`src/rtl/vga_framebuffer_reader_pkg.sv`:
```
// Shared 640x480@60 timing constants, sync polarity, cell geometry and pixel record
// for the framebuffer scan-out path.
package vga_framebuffer_reader_pkg;

    localparam int unsigned H_ACTIVE_PX = 640;
    localparam int unsigned H_FP_PX     = 16;
    localparam int unsigned H_SYNC_PX   = 96;
    localparam int unsigned H_BP_PX     = 48;
    localparam int unsigned H_TOTAL_PX  = H_ACTIVE_PX + H_FP_PX + H_SYNC_PX + H_BP_PX;

    localparam int unsigned V_ACTIVE_LN = 480;
    localparam int unsigned V_FP_LN     = 10;
    localparam int unsigned V_SYNC_LN   = 2;
    localparam int unsigned V_BP_LN     = 33;
    localparam int unsigned V_TOTAL_LN  = V_ACTIVE_LN + V_FP_LN + V_SYNC_LN + V_BP_LN;

    localparam logic SYNC_LEVEL = 1'b0;

    localparam int unsigned CELL_SHIFT_X_DEF = 5;
    localparam int unsigned CELL_SHIFT_Y_DEF = 4;
    localparam int unsigned COLOR_W_DEF      = 3;

    typedef struct packed {
        logic [9:0] col;
        logic [9:0] row;
        logic       active;
        logic       hSync;
        logic       vSync;
    } pixelInfo_t;

    localparam pixelInfo_t PIXEL_RESET = '{
        col:    10'd0,
        row:    10'd0,
        active: 1'b0,
        hSync:  ~SYNC_LEVEL,
        vSync:  ~SYNC_LEVEL
    };

    // Cell index {row cell, column cell}, 5 bits each.
    function automatic logic [9:0] cellAddress(input logic [9:0] col, input logic [9:0] row,
                                               input int unsigned shiftX,
                                               input int unsigned shiftY);
        logic [9:0] cellX;
        logic [9:0] cellY;
        cellX = col >> shiftX;
        cellY = row >> shiftY;
        return {cellY[4:0], cellX[4:0]};
    endfunction

endpackage

```
`src/rtl/vga_timing_counter.sv`:
```
// Stage 0 of the scan-out: pixel tick, column/row counters and the visibility and
// sync decode for the pixel currently addressed.
module vga_timing_counter
    import vga_framebuffer_reader_pkg::*;
#(
    parameter int unsigned H_ACTIVE = H_ACTIVE_PX,
    parameter int unsigned H_FP     = H_FP_PX,
    parameter int unsigned H_SYNC   = H_SYNC_PX,
    parameter int unsigned H_BP     = H_BP_PX,
    parameter int unsigned V_ACTIVE = V_ACTIVE_LN,
    parameter int unsigned V_FP     = V_FP_LN,
    parameter int unsigned V_SYNC   = V_SYNC_LN,
    parameter int unsigned V_BP     = V_BP_LN
) (
    input  logic       Clock,
    input  logic       Reset,
    input  logic       iEnable,
    output logic       oTick,
    output pixelInfo_t oPixel
);

    localparam logic [9:0] HActive    = 10'(H_ACTIVE);
    localparam logic [9:0] HSyncStart = 10'(H_ACTIVE + H_FP);
    localparam logic [9:0] HSyncEnd   = 10'(H_ACTIVE + H_FP + H_SYNC);
    localparam logic [9:0] HLast      = 10'(H_ACTIVE + H_FP + H_SYNC + H_BP - 1);
    localparam logic [9:0] VActive    = 10'(V_ACTIVE);
    localparam logic [9:0] VSyncStart = 10'(V_ACTIVE + V_FP);
    localparam logic [9:0] VSyncEnd   = 10'(V_ACTIVE + V_FP + V_SYNC);
    localparam logic [9:0] VLast      = 10'(V_ACTIVE + V_FP + V_SYNC + V_BP - 1);

    logic       tickQ;
    logic [9:0] colQ;
    logic [9:0] rowQ;

    // Tick is high on every second enabled Clock, starting with the second one.
    assign oTick = tickQ & iEnable;

    always_ff @(posedge Clock or posedge Reset) begin
        if (Reset) begin
            tickQ <= 1'b0;
        end else if (iEnable) begin
            tickQ <= ~tickQ;
        end
    end

    always_ff @(posedge Clock or posedge Reset) begin
        if (Reset) begin
            colQ <= 10'd0;
            rowQ <= 10'd0;
        end else if (oTick) begin
            if (colQ == HLast) begin
                colQ <= 10'd0;
                rowQ <= (rowQ == VLast) ? 10'd0 : rowQ + 10'd1;
            end else begin
                colQ <= colQ + 10'd1;
            end
        end
    end

    always_comb begin
        oPixel.col    = colQ;
        oPixel.row    = rowQ;
        oPixel.active = (colQ < HActive) && (rowQ < VActive);
        oPixel.hSync  = (colQ >= HSyncStart && colQ < HSyncEnd) ? SYNC_LEVEL : ~SYNC_LEVEL;
        oPixel.vSync  = (rowQ >= VSyncStart && rowQ < VSyncEnd) ? SYNC_LEVEL : ~SYNC_LEVEL;
    end

endmodule

```
`src/rtl/vga_framebuffer_reader.sv`:
```
// Framebuffer scan-out: issues cell read addresses and aligns RAM data, syncs and counts
// to the same output pixel. Optional white frame around the visible area: FB_BORDER_EN.
module vga_framebuffer_reader
    import vga_framebuffer_reader_pkg::*;
#(
    parameter int unsigned H_ACTIVE     = H_ACTIVE_PX,
    parameter int unsigned H_FP         = H_FP_PX,
    parameter int unsigned H_SYNC       = H_SYNC_PX,
    parameter int unsigned H_BP         = H_BP_PX,
    parameter int unsigned V_ACTIVE     = V_ACTIVE_LN,
    parameter int unsigned V_FP         = V_FP_LN,
    parameter int unsigned V_SYNC       = V_SYNC_LN,
    parameter int unsigned V_BP         = V_BP_LN,
    parameter int unsigned CELL_SHIFT_X = CELL_SHIFT_X_DEF,
    parameter int unsigned CELL_SHIFT_Y = CELL_SHIFT_Y_DEF,
    parameter int unsigned COLOR_W      = COLOR_W_DEF
) (
    input  logic               Clock,
    input  logic               Reset,
    input  logic               iEnable,
    output logic [9:0]         oReadAddress,
    input  logic [COLOR_W-1:0] iReadData,
    output logic               oHorizontalSync,
    output logic               oVerticalSync,
    output logic               oRed,
    output logic               oGreen,
    output logic               oBlue,
    output logic [9:0]         oColumnCount,
    output logic [9:0]         oRowCount,
    output logic               oActive,
    output logic               oFrameStart
);

    logic       tick;
    pixelInfo_t stage0;

    vga_timing_counter #(
        .H_ACTIVE (H_ACTIVE),
        .H_FP     (H_FP),
        .H_SYNC   (H_SYNC),
        .H_BP     (H_BP),
        .V_ACTIVE (V_ACTIVE),
        .V_FP     (V_FP),
        .V_SYNC   (V_SYNC),
        .V_BP     (V_BP)
    ) timing (
        .Clock   (Clock),
        .Reset   (Reset),
        .iEnable (iEnable),
        .oTick   (tick),
        .oPixel  (stage0)
    );

    logic [9:0]         addressQ;
    pixelInfo_t         pipeQ;
    logic               pipeValidQ;
    logic [COLOR_W-1:0] colorQ;
    logic               hSyncQ;
    logic               vSyncQ;
    logic               activeQ;
    logic [9:0]         columnQ;
    logic [9:0]         rowQ;
    logic               frameStartQ;
    logic [COLOR_W-1:0] pixelColor;

`ifdef FB_BORDER_EN
    localparam logic [9:0] HLastActive = 10'(H_ACTIVE - 1);
    localparam logic [9:0] VLastActive = 10'(V_ACTIVE - 1);

    always_comb begin
        pixelColor = iReadData;
        if (pipeQ.col == 10'd0 || pipeQ.col == HLastActive ||
            pipeQ.row == 10'd0 || pipeQ.row == VLastActive) begin
            pixelColor = '1;
        end
    end
`else
    always_comb begin
        pixelColor = iReadData;
    end
`endif

    // The address is held across the whole pixel, so RAM data issued on one tick is
    // settled by the next tick and is sampled there together with the delayed pixel.
    always_ff @(posedge Clock or posedge Reset) begin
        if (Reset) begin
            addressQ    <= 10'd0;
            pipeQ       <= PIXEL_RESET;
            pipeValidQ  <= 1'b0;
            colorQ      <= '0;
            hSyncQ      <= ~SYNC_LEVEL;
            vSyncQ      <= ~SYNC_LEVEL;
            activeQ     <= 1'b0;
            columnQ     <= 10'd0;
            rowQ        <= 10'd0;
            frameStartQ <= 1'b0;
        end else begin
            frameStartQ <= 1'b0;
            if (tick) begin
                addressQ    <= cellAddress(stage0.col, stage0.row, CELL_SHIFT_X, CELL_SHIFT_Y);
                pipeQ       <= stage0;
                pipeValidQ  <= 1'b1;
                colorQ      <= pipeQ.active ? pixelColor : '0;
                hSyncQ      <= pipeQ.hSync;
                vSyncQ      <= pipeQ.vSync;
                activeQ     <= pipeQ.active;
                columnQ     <= pipeQ.col;
                rowQ        <= pipeQ.row;
                frameStartQ <= pipeValidQ && pipeQ.col == 10'd0 && pipeQ.row == 10'd0;
            end
        end
    end

    assign oReadAddress    = addressQ;
    assign oHorizontalSync = hSyncQ;
    assign oVerticalSync   = vSyncQ;
    assign oRed            = colorQ[2];
    assign oGreen          = colorQ[1];
    assign oBlue           = colorQ[0];
    assign oColumnCount    = columnQ;
    assign oRowCount       = rowQ;
    assign oActive         = activeQ;
    assign oFrameStart     = frameStartQ;

endmodule

```
`config.mk`:
```
export PLATFORM = sky130hd
export DESIGN_NAME = vga_framebuffer_reader
export DESIGN_NICKNAME = d
export VERILOG_FILES = /design/src/rtl/vga_framebuffer_reader_pkg.sv /design/src/rtl/vga_timing_counter.sv /design/src/rtl/vga_framebuffer_reader.sv
export SDC_FILE = /design/constraint.sdc
export NUM_CORES = 1
export LEC_CHECK = 0
export CAP_MARGIN = 20
export CORE_MARGIN = 2
export CORE_UTILIZATION = 25
export CTS_CLUSTER_DIAMETER = 200
export CTS_CLUSTER_SIZE = 8
export DETAILED_ROUTE_END_ITERATION = 12
export GPL_TIMING_DRIVEN = 0
export RECOVER_POWER = 25
export SETUP_SLACK_MARGIN = 0.15
export SLEW_MARGIN = 20
export SYNTH_ARGS = -nofsm -noshare
export SYNTH_HDL_FRONTEND = slang
export SYNTH_HIERARCHICAL = 1
export SYNTH_SLANG_ARGS = --single-unit
```
`constraint.sdc`:
```
create_clock -name Clock -period 3.5 [get_ports Clock]
set_input_delay 0.7 -clock Clock [delete_from_list [all_inputs] [get_ports Clock]]
set_output_delay 0.7 -clock Clock [all_outputs]
set_load 0.02 [all_outputs]
```
After elaboration in Yosys (flattened, before gate mapping)
Cells that the tools add are included.
Storage, ports and cells
  register bits after elaboration: 82
  output and inout bits: 37
  logic and storage cells: 43
Cells by class
  $add $sub $neg: 2
  order comparisons: 6
  equal/unequal tests: 2
  muxes and demuxes: 6
  bitwise logic cells: 2
  reductions and logical operators: 8
Operator list (number)
  $add 10x1->10 const B: 2
  $eq 10x10->1 const B: 2
  $logic_not 10->1: 2
  $lt 10x10->1 const B: 2
  $lt 10x9->1 const B: 2
  $mux 10: 2
  $ge 10x10->1 const B: 1
  $ge 10x9->1 const B: 1
  $logic_and 1x1->1: 5
  $mux 1: 3
  $mux 3: 1
  $reduce_and 2->1: 1
  $and 1x1->1: 1
  $not 1->1: 1

Depth between registers and ports, before layout
Gate-level depths: netlist (run 1).
  word-level depth: 4
  depth in mapped cells: 6
  depth with buffers taken out: 6

Cells and area by module
The synthesis (run 1) kept the hierarchy.
Modules (own cells, without submodules)
  vga_framebuffer_reader: times used 1, cells each 131, area each 2015.7 sq um, seq. area each 1281.2 sq um
  vga_timing_counter: times used 1, cells each 117, area each 1168.6 sq um, seq. area each 525.5 sq um

Worst setup path after synthesis (run 1)
Ideal clock, no wire load.
  path type: input port to flip-flop
  start: in iEnable
  end: reg timing.rowQ[9]
  library setup time: 82 ps
  data arrival time: 1843 ps
  path slack: 1576 ps
  stages on the path: 5
  path buffers: 1
  cell sequence: nand4_1 -> or4_4 -> buf_6 -> o31a_1 -> a31oi_1
On the way
  word-level cells in the longest chain between the ends: 2
RTL lines
  from (decl): RTL line vga_framebuffer_reader.sv:20  | input logic iEnable,
  $and 1x1->1: RTL line vga_timing_counter.sv:36  | assign oTick = tickQ & iEnable;
  $reduce_and 2->1 (no line)
  to (signal assigned): RTL line vga_timing_counter.sv:53  | rowQ <= (rowQ == VLast) ? 10'd0 : rowQ + 10'd1;
  to (decl): RTL line vga_timing_counter.sv:33  | logic [9:0] rowQ;
No other way between the ends.
A chain may end at the register's enable or synchronous reset.

Worst setup path after layout (run 1)
  start: in iEnable
  end: reg frameStartQ (netlist: oFrameStart)
On the way
  word-level cells in the longest chain between the ends: 2
RTL lines
  $and 1x1->1: RTL line vga_timing_counter.sv:36
  net tick: RTL line vga_framebuffer_reader.sv:34  | logic tick;
  $mux 1: RTL line vga_framebuffer_reader.sv:99  | if (tick) begin
  to (signal assigned): RTL line vga_framebuffer_reader.sv:96  | frameStartQ <= 1'b0;
  to (signal assigned): RTL line vga_framebuffer_reader.sv:98  | frameStartQ <= 1'b0;
  to (signal assigned): RTL line vga_framebuffer_reader.sv:109  | frameStartQ <= pipeValidQ && pipeQ.col == 10'd0 && pipeQ.row == 10'd0;
  to (decl): RTL line vga_framebuffer_reader.sv:63  | logic frameStartQ;
The timed path passes the listed nets, and every way through them passes these cells.

==> results of run 1 <==
## worst max path at each step
stage	start	cells after the start	to
3_3_place_gp	Reset	2	oRowCount[6]
2_1_floorplan	Reset	1	colorQ[0]
5_1_grt	iEnable	7	oFrameStart
4_1_cts	iEnable	7	oFrameStart
3_5_place_dp	iEnable	7	oFrameStart
6_report	iEnable	7	oFrameStart
## critical path, stage by stage
cell and delay, ns:
dlygate4sd3_1 0.59, nand2_1 0.15, inv_1 0.17, buf_2 0.26
nor4b_1 0.42, nand4_1 0.22, nor4_2 0.17
## kinds of logic (layout without fill, tap and decap cells)
family,count (synthesis),after routing,synth area share (%)
AO/OA/AOI/OAI,22,22,4.28
XOR/XNOR,9,9,2.48
adder cells (fa/ha/maj),4,4,1.57
buffers and inverters,30,89,5.42
flip-flops,72,72,56.7
multiplexers,48,48,16.9
AND/OR/NAND/NOR,63,63,12.6
## routing by layer
| layer | GRT usage (%) | share of wire [%] |
|---|---|---|
| met4 | 5.41 | 2.2 |
| met1 | 12.9 | 44 |
| met2 | 17.8 | 51 |
| met5 | 0 | 0 |
| met3 | 2.47 | 2.8 |
## report_power, final
part / internal (mW) / switching [mW] / total [mW]
clock: 0.493 / 0.319 / 0.813
combinational: 0.200 / 0.204 / 0.403
sequential: 0.921 / 0.0802 / 1.00
## cell usage in the layout (no fill, tap or decap), types with 2 or more instances in the layout
cell / synthesis / layout
nor3_1: 3 / 3
and3_1: 4 / 4
nand4_1: 7 / 7
nor2_1: 5 / 5
buf_6: 2 / 2
buf_2: 6 / 6
dfrtp_1: 68 / 68
dlygate4sd3_1: 0 / 2
o21ai_0: 11 / 11
and3_2: 3 / 3
clkdlybuf4s50_1: 0 / 40
or3_1: 2 / 2
ha_1: 4 / 4
or4_4: 2 / 2
inv_1: 12 / 12
nand3_1: 10 / 10
xor2_1: 3 / 3
nand2_1: 13 / 13
xnor2_1: 6 / 6
nor4b_1: 3 / 3
buf_4: 10 / 10
mux2i_1: 2 / 2
dfstp_2: 4 / 4
clkbuf_1: 0 / 2
clkinv_2: 0 / 4
o31ai_1: 3 / 3
clkbuf_16: 0 / 9
nor4_1: 4 / 4
mux2_2: 46 / 46
## final cells by class
cell class              count  area [um^2]
clock inverters             4         20.0
clock buffers              12          246
flip-flops and latches     72         1810
well taps                 172          215
repair buffers             43          440
fillers                  1307         8410
plain buffers              18          128
inverters                  12         45.0
multi-input cells         146         1200
## through the flow
stage | std cells | setup WS (ns) | cell area [um^2] | total power [mW] | util [%]
2_1_floorplan | 248 | 1.58 | 3180 | 1.28 | -
3_3_place_gp | 462 | 0.525 | 3820 | 1.42 | 30.5
3_5_place_dp | 463 | 0.752 | 3840 | 1.43 | 30.7
4_1_cts | 479 | 1.10 | 4110 | 2.25 | 32.8
5_1_grt | 479 | 0.908 | 4110 | 2.34 | 32.8
6_report | 479 | 1.06 | 4110 | 2.22 | 32.8
## sequential cells by signal, summed over array words and instances (netlist names), 3 cells and up
name,cells
colorQ,3
oColumnCount,10
oReadAddress,9
oRowCount,10
pipeQ,14
timing/colQ,10
timing/rowQ,10
==> metrics.yaml, run 1 <==
synth_top_area_share_pct: 53.4
grtUsageTotal_pct: 10.6
synth_top_flop_cell: "dfrtp_1"
r2r_setup_slack_ns: 1.46
vias_per_cell: 4.34
io_pins: 43
rsz0062_at_grt: "false"
power_density_nw_per_um2: 540
crit_arrival_ns: 2.68
syn_nets: 258
drive_gt1_share_pct: 30.3
drt-initial-drc-count: 97
area_delta_synth_final_pct: 29.0
min_to: "oFrameStart"
hold_start: "pipeQ[17]"
period_needed_ns: 2.44
clk_latency_ns: 0.33
dr.pass1.iters: 4
setup_viol: 0
drv_cap: 0
crit_fanout: 9
synth-seq-cells: 72
num_rows: 41
routed_wl_mm: 6.43
cts-root-buf: "clkbuf_16"
reg2reg_depth: 5
clk_pin_slew_ns: 0.05
clkSinkCount: 72
synth_cell_types: 39
maxSlewViolCount: 0
h-tree-depth: 3
synth-async-reset-ratio_pct: 100
fin_skew_ns: 0.00418
synthCells: 248
synth_common_cells: "dfrtp_1, mux2_2, nand2_1"
fmax_mhz: 409
postCtsSetupBuffers: 0
tns_ns: 0
port-buffer-count: 42
status: "finished clean"
fin_hold_ws_ns: 0.461
r2r-end: "timing/rowQ[8]"
cts-buffers-inserted: 9
drcViolationCount: 0
nets: 312
dieHeight_um: 117
cts-resized-gates: 0
critPathRequiredTime_ns: 3.74
die_w_um: 117
yosysSeqAreaShare_pct: 56.7
n_antenna_cell: 0
die_area_um2: 13700
rr_startpoint: "timing/colQ[0]"
antenna_found_initial: 0
ant_nets: 0
clockBufferDepth: 2
wl_per_cell_um: 13.4
coreArea_um2: 12500
dp.final_hpwl_mm: 4.71
peakVddDrop_v: 0.000196
worst_pin_slew_ns: 0.859
fin_crit_sh_pct: 69.8
synth.yosys.warnings: 6
syn-mean-instance-area_um2: 12.8
hold_path_class: "flop to flop"
start_util_pct: 25.4
overflow: 0
cts_tree: "yes"
via_count: 2081
power.leakage_nw: 1.75
final_hold_viol_count: 0
synth-edff-count: 0
grt_pass1_wl_mm: 11.0
syn_area_um2: 3180
hold_buffers: 0
gp_congestion: 0.797
grt_pass1_vias: 2175
ys_top_cells_by_area: "dfrtp_1, mux2_2, dfstp_2, buf_4, o21ai_0"
synth_most_common_cell: "dfrtp_1"
cp-end-kind: "flop"
grt_max_degree: 36
relSlewSlack_pct: 42.7
startpoint_type: "input pin"
yosys.area.top_type: "dfrtp_1"
min_path_cells: 1
path_class: "input pin to flop"
Note: power is estimated with default switching activity, not from simulation.
==> run 2, diff against run 1 <==
Clock period 3.5 ns to 2.05 ns, I/O delays scaled along.
==> run 2 against run 1 <==
Design area grew 2.7%. Critical endpoint is now timing/rowQ[9]. Largest power group unchanged. Clock skew about the same. Clock-buffer cell count did not move.
==> metrics.yaml, run 2 (synthesis gave the netlist of run 1 again) <==
power_switching_mw: 1.06
largest_reg_flops: 14
port-buffer-count: 42
nets: 321
clk_latency_ns: 0.33
grt_pass1_wl_mm: 11.3
h-tree-depth: 3
layout_common_cells: "dfrtp_1, mux2_2, clkdlybuf4s50_1"
swShare_pct: 27.4
coreArea_um2: 12500
clockBufferDepth: 2
p_total_mw: 3.87
critical-path-max-stage-delay_ns: 0.54
cts-root-buf: "clkbuf_16"
grt_pass1_vias: 2208
wl_per_cell_um: 13.9
dp_slack_ns: -0.408
placed_area_um2: 3840
status: "finished clean"
start_util_pct: 25.4
critPathRequiredTime_ns: 2.30
io_pins: 43
num_rows: 41
die_w_um: 117
final_cells: 488
n_antenna_cell: 0
cts-buffers-inserted: 9
crit_arrival_ns: 2.13
period_needed_ns: 1.89
path_class: "flop to flop"
intPower_mw: 2.81
clockPowerShare_pct: 36.0
overflow: 0
vias_per_cell: 4.36
cp-end-kind: "flop"
setup_viol: 0
pwr-share-comb_pct: 19.9
drive_gt1_share_pct: 33.9
cts_tree: "yes"
startpoint_type: "flop"
final_hold_viol_count: 0
maxSlewViolCount: 0
fin_crit_sh_pct: 92.1
crit_fanout: 8
hold_path_class: "input pin to flop"
power.leakage_nw: 1.91
clk_pin_slew_ns: 0.05
dieHeight_um: 117
drt-initial-drc-count: 113
critical_path.cell_chain: "nand4bb_4 > or4_4 > buf_6 > o31a_1 > a31oi_1"
fin_hold_ws_ns: 0.456
dr.pass1.iters: 4
routed_wl_mm: 6.77
peakVddDrop_v: 0.000335
worst_pin_slew_ns: 0.880
grtUsageTotal_pct: 10.9
stdcell_area_um2: 4220
via_count: 2130
area_delta_synth_final_pct: 32.4
fmax_mhz: 530
path_delay_family: "simple AND/OR/NAND/NOR gates"
dp.final_hpwl_mm: 4.71
top_register: "pipeQ"
gp_congestion: 0.797
antenna_found_initial: 0
worst_slack_ns: 0.162
grt_max_degree: 36
filler_cell_count: 1304
drcViolationCount: 0
ant_nets: 0
relSlewSlack_pct: 41.3
timing.critical_path.buf_inv: 1
crit_slowest_cell: "or4_4"
final_common_cell: "dfrtp_1"
clkSinkCount: 72
die_area_um2: 13700
place_inst: 463
p_seq_share_pct: 44.1
drv_cap: 0
power_density_nw_per_um2: 919
rsz0062_at_grt: "true"
fin_skew_ns: 0.00412
[run 2: cell types whose count changed in the layout (fill, tap and decap cells not counted), sizes merged]
cell,change
dlygate4sd2,+2
clkdlybuf4s50,-9
clkbuf,+1
dlymetal6s2s,+8
dlygate4sd3,-1
buf,+8
[run 2: layer usage]
metal	up-vias	share of wire, %	track usage, %
li1	1013	-	-
met2	46	52	18.7
met4	0	1.8	5.41
met5	-	0	0
met3	8	2.9	2.47
met1	1063	43	13.0
[run 2: power groups by stage]
stage / clock [mW] / sequential [mW] / combinational, mW
after floorplan: 0 / 1.75 / 0.433
after global placement: 0 / 1.73 / 0.684
after detailed placement: 0 / 1.74 / 0.700
after CTS: 1.43 / 1.71 / 0.785
after global routing: 1.49 / 1.72 / 0.851
final: 1.39 / 1.71 / 0.772
[run 2: what timing repair did]
action / 4_1_cts / 5_1_grt
hold buffers: 0 / 0
endpoints found under the setup margin: 48 / 14
pin swaps: 5 / 1
endpoints found under the hold margin: 0 / 0
gates resized for setup: 12 / 9
setup buffers: 7 / 2
[run 2: path summary, 6_finish.rpt]
check,from,to,slack [ns],cells past startpoint
worst max-delay path,timing/colQ[6],timing/rowQ[9],0.16,5
worst min-delay path,iEnable,timing/tickQ,0.46,2
worst max register to register,timing/colQ[6],timing/rowQ[9],0.16,5
worst min register to register,pipeQ[17],oFrameStart,0.46,1
max in group asynchronous,Reset,oHorizontalSync,0.40,3
min in group asynchronous,Reset,oColumnCount[4],0.65,2
[run 2: layout make-up]
| type | count | area, um^2 | area share, % |
|---|---|---|---|
| Multi-Input combinational cell | 146 | 1230 | 29.1 |
| Inverter | 12 | 45.0 | 1.07 |
| Sequential cell | 72 | 1810 | 42.9 |
| Clock inverter | 4 | 20.0 | 0.475 |
| Clock buffer | 12 | 246 | 5.85 |
| Timing Repair Buffer | 52 | 513 | 12.2 |
| Tap cell | 172 | 215 | 5.11 |
| Buffer | 18 | 140 | 3.32 |
[run 2: through the flow]
stage	TNS, ns	util (%)
3_5_place_dp	-13.24	30.7
3_3_place_gp	-42.91	30.5
6_report	0	33.7
2_1_floorplan	0	-
5_1_grt	0	33.7
4_1_cts	0	33.5
==> edit 1 (flow settings as in run 2) <==
Put a register stage on the outputs `oRed`, `oGreen` and `oBlue`. The values now appear one clock later. The other outputs are not delayed to match.
--- a/src/rtl/vga_framebuffer_reader.sv
+++ b/src/rtl/vga_framebuffer_reader.sv
@@ -114,9 +114,11 @@
     assign oReadAddress    = addressQ;
     assign oHorizontalSync = hSyncQ;
     assign oVerticalSync   = vSyncQ;
-    assign oRed            = colorQ[2];
-    assign oGreen          = colorQ[1];
-    assign oBlue           = colorQ[0];
+    always_ff @(posedge Clock) begin
+        oRed   <= colorQ[2];
+        oGreen <= colorQ[1];
+        oBlue  <= colorQ[0];
+    end
     assign oColumnCount    = columnQ;
     assign oRowCount       = rowQ;
     assign oActive         = activeQ;
Check against the original RTL: not equivalent (a bounded check fails within 10 cycles, from zero or initial values and one cycle with Reset high).
==> edit 1 against run 2 <==
- routed wire length barely moved
- sequential power rose by 2%
- combinational power up 1%
- synthesized area increased by 1.9%
- final area increased by 2.5%
- sequential cell count up 3
- power rose by 7.7%
- worst setup slack better by 0.037 ns
- fmax increased by 2.0%
- largest power group unchanged
==> edit 1: results (changes against run 2) <==
- Run status: finished, final reports clean
- Adder-Cell Fraction of Synth Area: 1.54% (-0.029 points)
- Hold Path Stages: 0 (-2)
- Layout cells sized above 1: 34.1% (+0.20 points)
- Largest net degree at the start of global routing: 29 (-19%)
- Pwr per Cell Area: 965 mW/mm2 (+5.0%)
- Resized Gates After CTS: 9 (-3)
- Vias in the first global route: 2257 (+2.2%)
- Via count: 2116 (-0.66%)
- Synth async-reset ratio: 96.0% (-4.0 points)
- Postcts setup bufs: 6 (-1)
- Cell Area, Placed: 0.00390 mm2 (+1.6%)
- Cells after Synth: 251 (+1.2%)
- Placed Cells: 466 (+0.65%)
- Worst path arrival time: 1.44 ns (-0.69 ns)
- Synth Area in Compound Gates: 4.20% (-0.079 points)
- Syn_nets: 261 (+1.2%)
- DPL Wire Length: 4.61 mm (-2.0%)
- Leakage power total: 1.96 nW (+2.7%)
- Routability cong.: 0.837 (+5.0%)
- Total track usage: 10.4% (-0.52 points)
- Hold path startpoint: colorQ[2]
- Seq power: 1.75 mW (+2%)
- Crit Path Max Fanout: 2 (-6)
- Comb pwr share: 18.8% (-1.1 points)
- Met1 Resource Use GR: 12.4% (-0.52 points)
- Synth warn: 6 (unchanged)
- Antenna violations before repair: 1 (+1)
- Worst min path class: flip-flop to flip-flop
- Fill cells: 1249 (-4.2%)
- Register area share after synthesis: 57.5% (+0.80 points)
- Met2 routed wirelength: 3.34 mm (-4.8%)
- Final Skew: 0.00477 ns (+0.000647 ns)
- Hold Path End: oRed
- Synth cell types: 40 (+2.6%)
- Cell family with most CP delay: buffers and inverters
- Pre-antenna DRT Iters: 4 (unchanged)
- Post-synthesis mux area share: 16.6% (-0.31 points)
- Final net count: 325 (+1.2%)
- GR Layer Usage met3: 3.97% (+1.5 points)
- Pre-CTS setup slack: -0.413 ns (-0.00490 ns)
- Met2 Usage GRT: 16.8% (-2.0 points)
- Routed wl met3: 253 um (+30%)
- WHS: 0.369 ns (-0.0865 ns)
- Post-route insts no fill: 493 (+1.0%)
- Area contributors post-synth: dfrtp_1 (52%), mux2_2 (16%), dfstp_2 (3.2%), buf_4 (2.3%), dfxtp_1 (1.9%)
- Internal power: 3.08 mW (+9.7%)
- Max reg flops: 14 (unchanged)
- Slew HR: 36.7% (-4.6 points)
- Post-synth EDFFs: 0 (unchanged)
- First-pass GRT wire length: 11.4 mm (+0.92%)
- XOR/XNOR share of the synthesized area: 2.43% (-0.046 points)
- Slowest CP cell: clkdlybuf4s50_1
- Initial drt markers: 86 (-24%)
- Met1 Wirelength: 3.03 mm (+3.0%)
- Routed WL: 6.77 mm (about the same)
[edit 1: changes by cell type after synthesis, sizes merged]
cell | run 2 | this run
dfxtp | 0 | 3
[edit 1: worst max-delay path by stage]
stage	startpoint	end	slack [ns]	cells past startpoint
after floorplan	timing/colQ[0]	timing/rowQ[9]	0.22	6
after CTS	oReadAddress[1]	oReadAddress[1]	0.15	2
final	oVerticalSync	oVerticalSync	0.20	1
after global routing	timing/colQ[9]	timing/rowQ[9]	0.13	5
after global placement	Reset	oRowCount[2]	-0.61	2
after detailed placement	iEnable	oFrameStart	-0.41	7
[edit 1: cell type report]
cell class              instances  area, um2  area share, %
diodes                          1       2.50         0.0579
well taps                     172        215           4.98
flip-flops and latches         75       1870           43.3
multi-input cells             146       1210           28.1
repair buffers                 53        533           12.3
plain buffers                  18        133           3.07
clock inverters                 6       80.1           1.85
clock buffers                  10        229           5.30
inverters                      12       45.0           1.04
==> edit 2 (config.mk and constraints of run 2) <==
Without the edit above. The package constant `SYNC_LEVEL` goes from 1'b0 to 1'b1.
--- a/src/rtl/vga_framebuffer_reader_pkg.sv
+++ b/src/rtl/vga_framebuffer_reader_pkg.sv
@@ -14,7 +14,7 @@
     localparam int unsigned V_BP_LN     = 33;
     localparam int unsigned V_TOTAL_LN  = V_ACTIVE_LN + V_FP_LN + V_SYNC_LN + V_BP_LN;
 
-    localparam logic SYNC_LEVEL = 1'b0;
+    localparam logic SYNC_LEVEL = 1'b1;
 
     localparam int unsigned CELL_SHIFT_X_DEF = 5;
     localparam int unsigned CELL_SHIFT_Y_DEF = 4;
Behaviour: not the same (Yosys sat finds a counterexample within 4 cycles, from zero or initial values and one cycle with Reset high).
==> edit 2 against run 2 <==
- critical path depth rose by 1
- sequential share of layout area shrank 1.5 points
- critical path type unchanged
- power increased by 3.4%
- final cell count increased by 1.0%
- critical endpoint is now timing/colQ[9]
- highest routed layer unchanged
- synthesized area about the same
- worst setup slack worse by 0.14 ns
- final area is 3.5% higher
- sequential cell count unchanged
- count of clock-buffer cells in the layout stayed put
- routed wire length shrank 1.5%
==> edit 2: results (changes against run 2) <==
- Comb_multi_in: 144 (-1.4%)
- Hold Path End: oFrameStart
- Routed WL: 6.67 mm (-1.5%)
- Hold path startpoint: pipeQ[17]
- Register area share after synthesis: 56.5% (-0.20 points)
- Clk network pwr share: 37.4% (+1.4 points)
- Vias in the first global route: 2119 (-4.0%)
- First-pass GRT wire length: 10.8 mm (-4.5%)
- Syn_nets: 257 (-0.39%)
- Peak supply drop: 0.000465 V (+39%)
- Crit Path Max Fanout: 2 (-6)
- Clk cell area share: 6.45% (+0.13 points)
- Synth cell types: 41 (+5.1%)
- Fill cells: 1258 (-3.5%)
- Reg-to-Reg Start: timing/colQ[5]
- Largest net degree at the start of global routing: 35 (-2.8%)
- Routability cong.: 0.787 (-1.3%)
- Pre-CTS setup slack: -0.392 ns (+0.0157 ns)
- Slowest CP cell: or4b_4
- Total track usage: 10.5% (-0.49 points)
- Resized Gates After CTS: 5 (-7)
- Reg-to-Reg End: timing/colQ[9]
- NonClk Buf Share: 16.7% (+1.3 points)
- Signal inverters: 11 (-1)
- Final Skew: 0.00557 ns (+0.00145 ns)
- Multi-input gate area: 0.00129 mm2 (+4.9%)
- Top post-synthesis cells by count: dfrtp_1 (72), mux2_2 (46), inv_1 (11)
- Run status: finished, final reports clean
- Leakage power total: 2.13 nW (+12%)
- Via/cell ratio: 4.37 (+0.10%)
- Worst path arrival time: 2.24 ns (+0.11 ns)
- Power Total: 4.00 mW (+3.4%)
edit 2: cell types whose count changed after synthesis, moves of 3 or more:
cell            run 2  this run
dfrtp_1            68        72
xor2_1              3         6
dfstp_2             4         0
o21ai_0            11         8
nand2_1            13         9
o31ai_1             3         0
edit 2: logic make-up (layout without fill, tap and decap cells):
family,Yosys count,after routing,share of synthesized area [%]
fa+ha+maj,4,4,1.57
simple gates,60,60,12.4
xor+xnor,11,11,3.02
buf+inv,31,105,5.54
compound gates,23,23,4.67
mux,46,46,16.3
flops,72,72,56.5
edit 2: per-stage QoR:
stage	cell area (um2)	cells	utilization, %
2_1_floorplan	3190	247	-
3_3_place_gp	3820	461	30.5
3_5_place_dp	3840	462	30.7
4_1_cts	4200	487	33.6
5_1_grt	4360	493	34.9
6_report	4360	493	34.9
edit 2: metal layers:
metal	up-vias	GRT usage, %	wire length, um
met5	-	0	0
met4	0	5.65	156
met3	12	2.94	242
met2	37	16.3	3280
met1	1082	13.2	2990
li1	1023	-	-
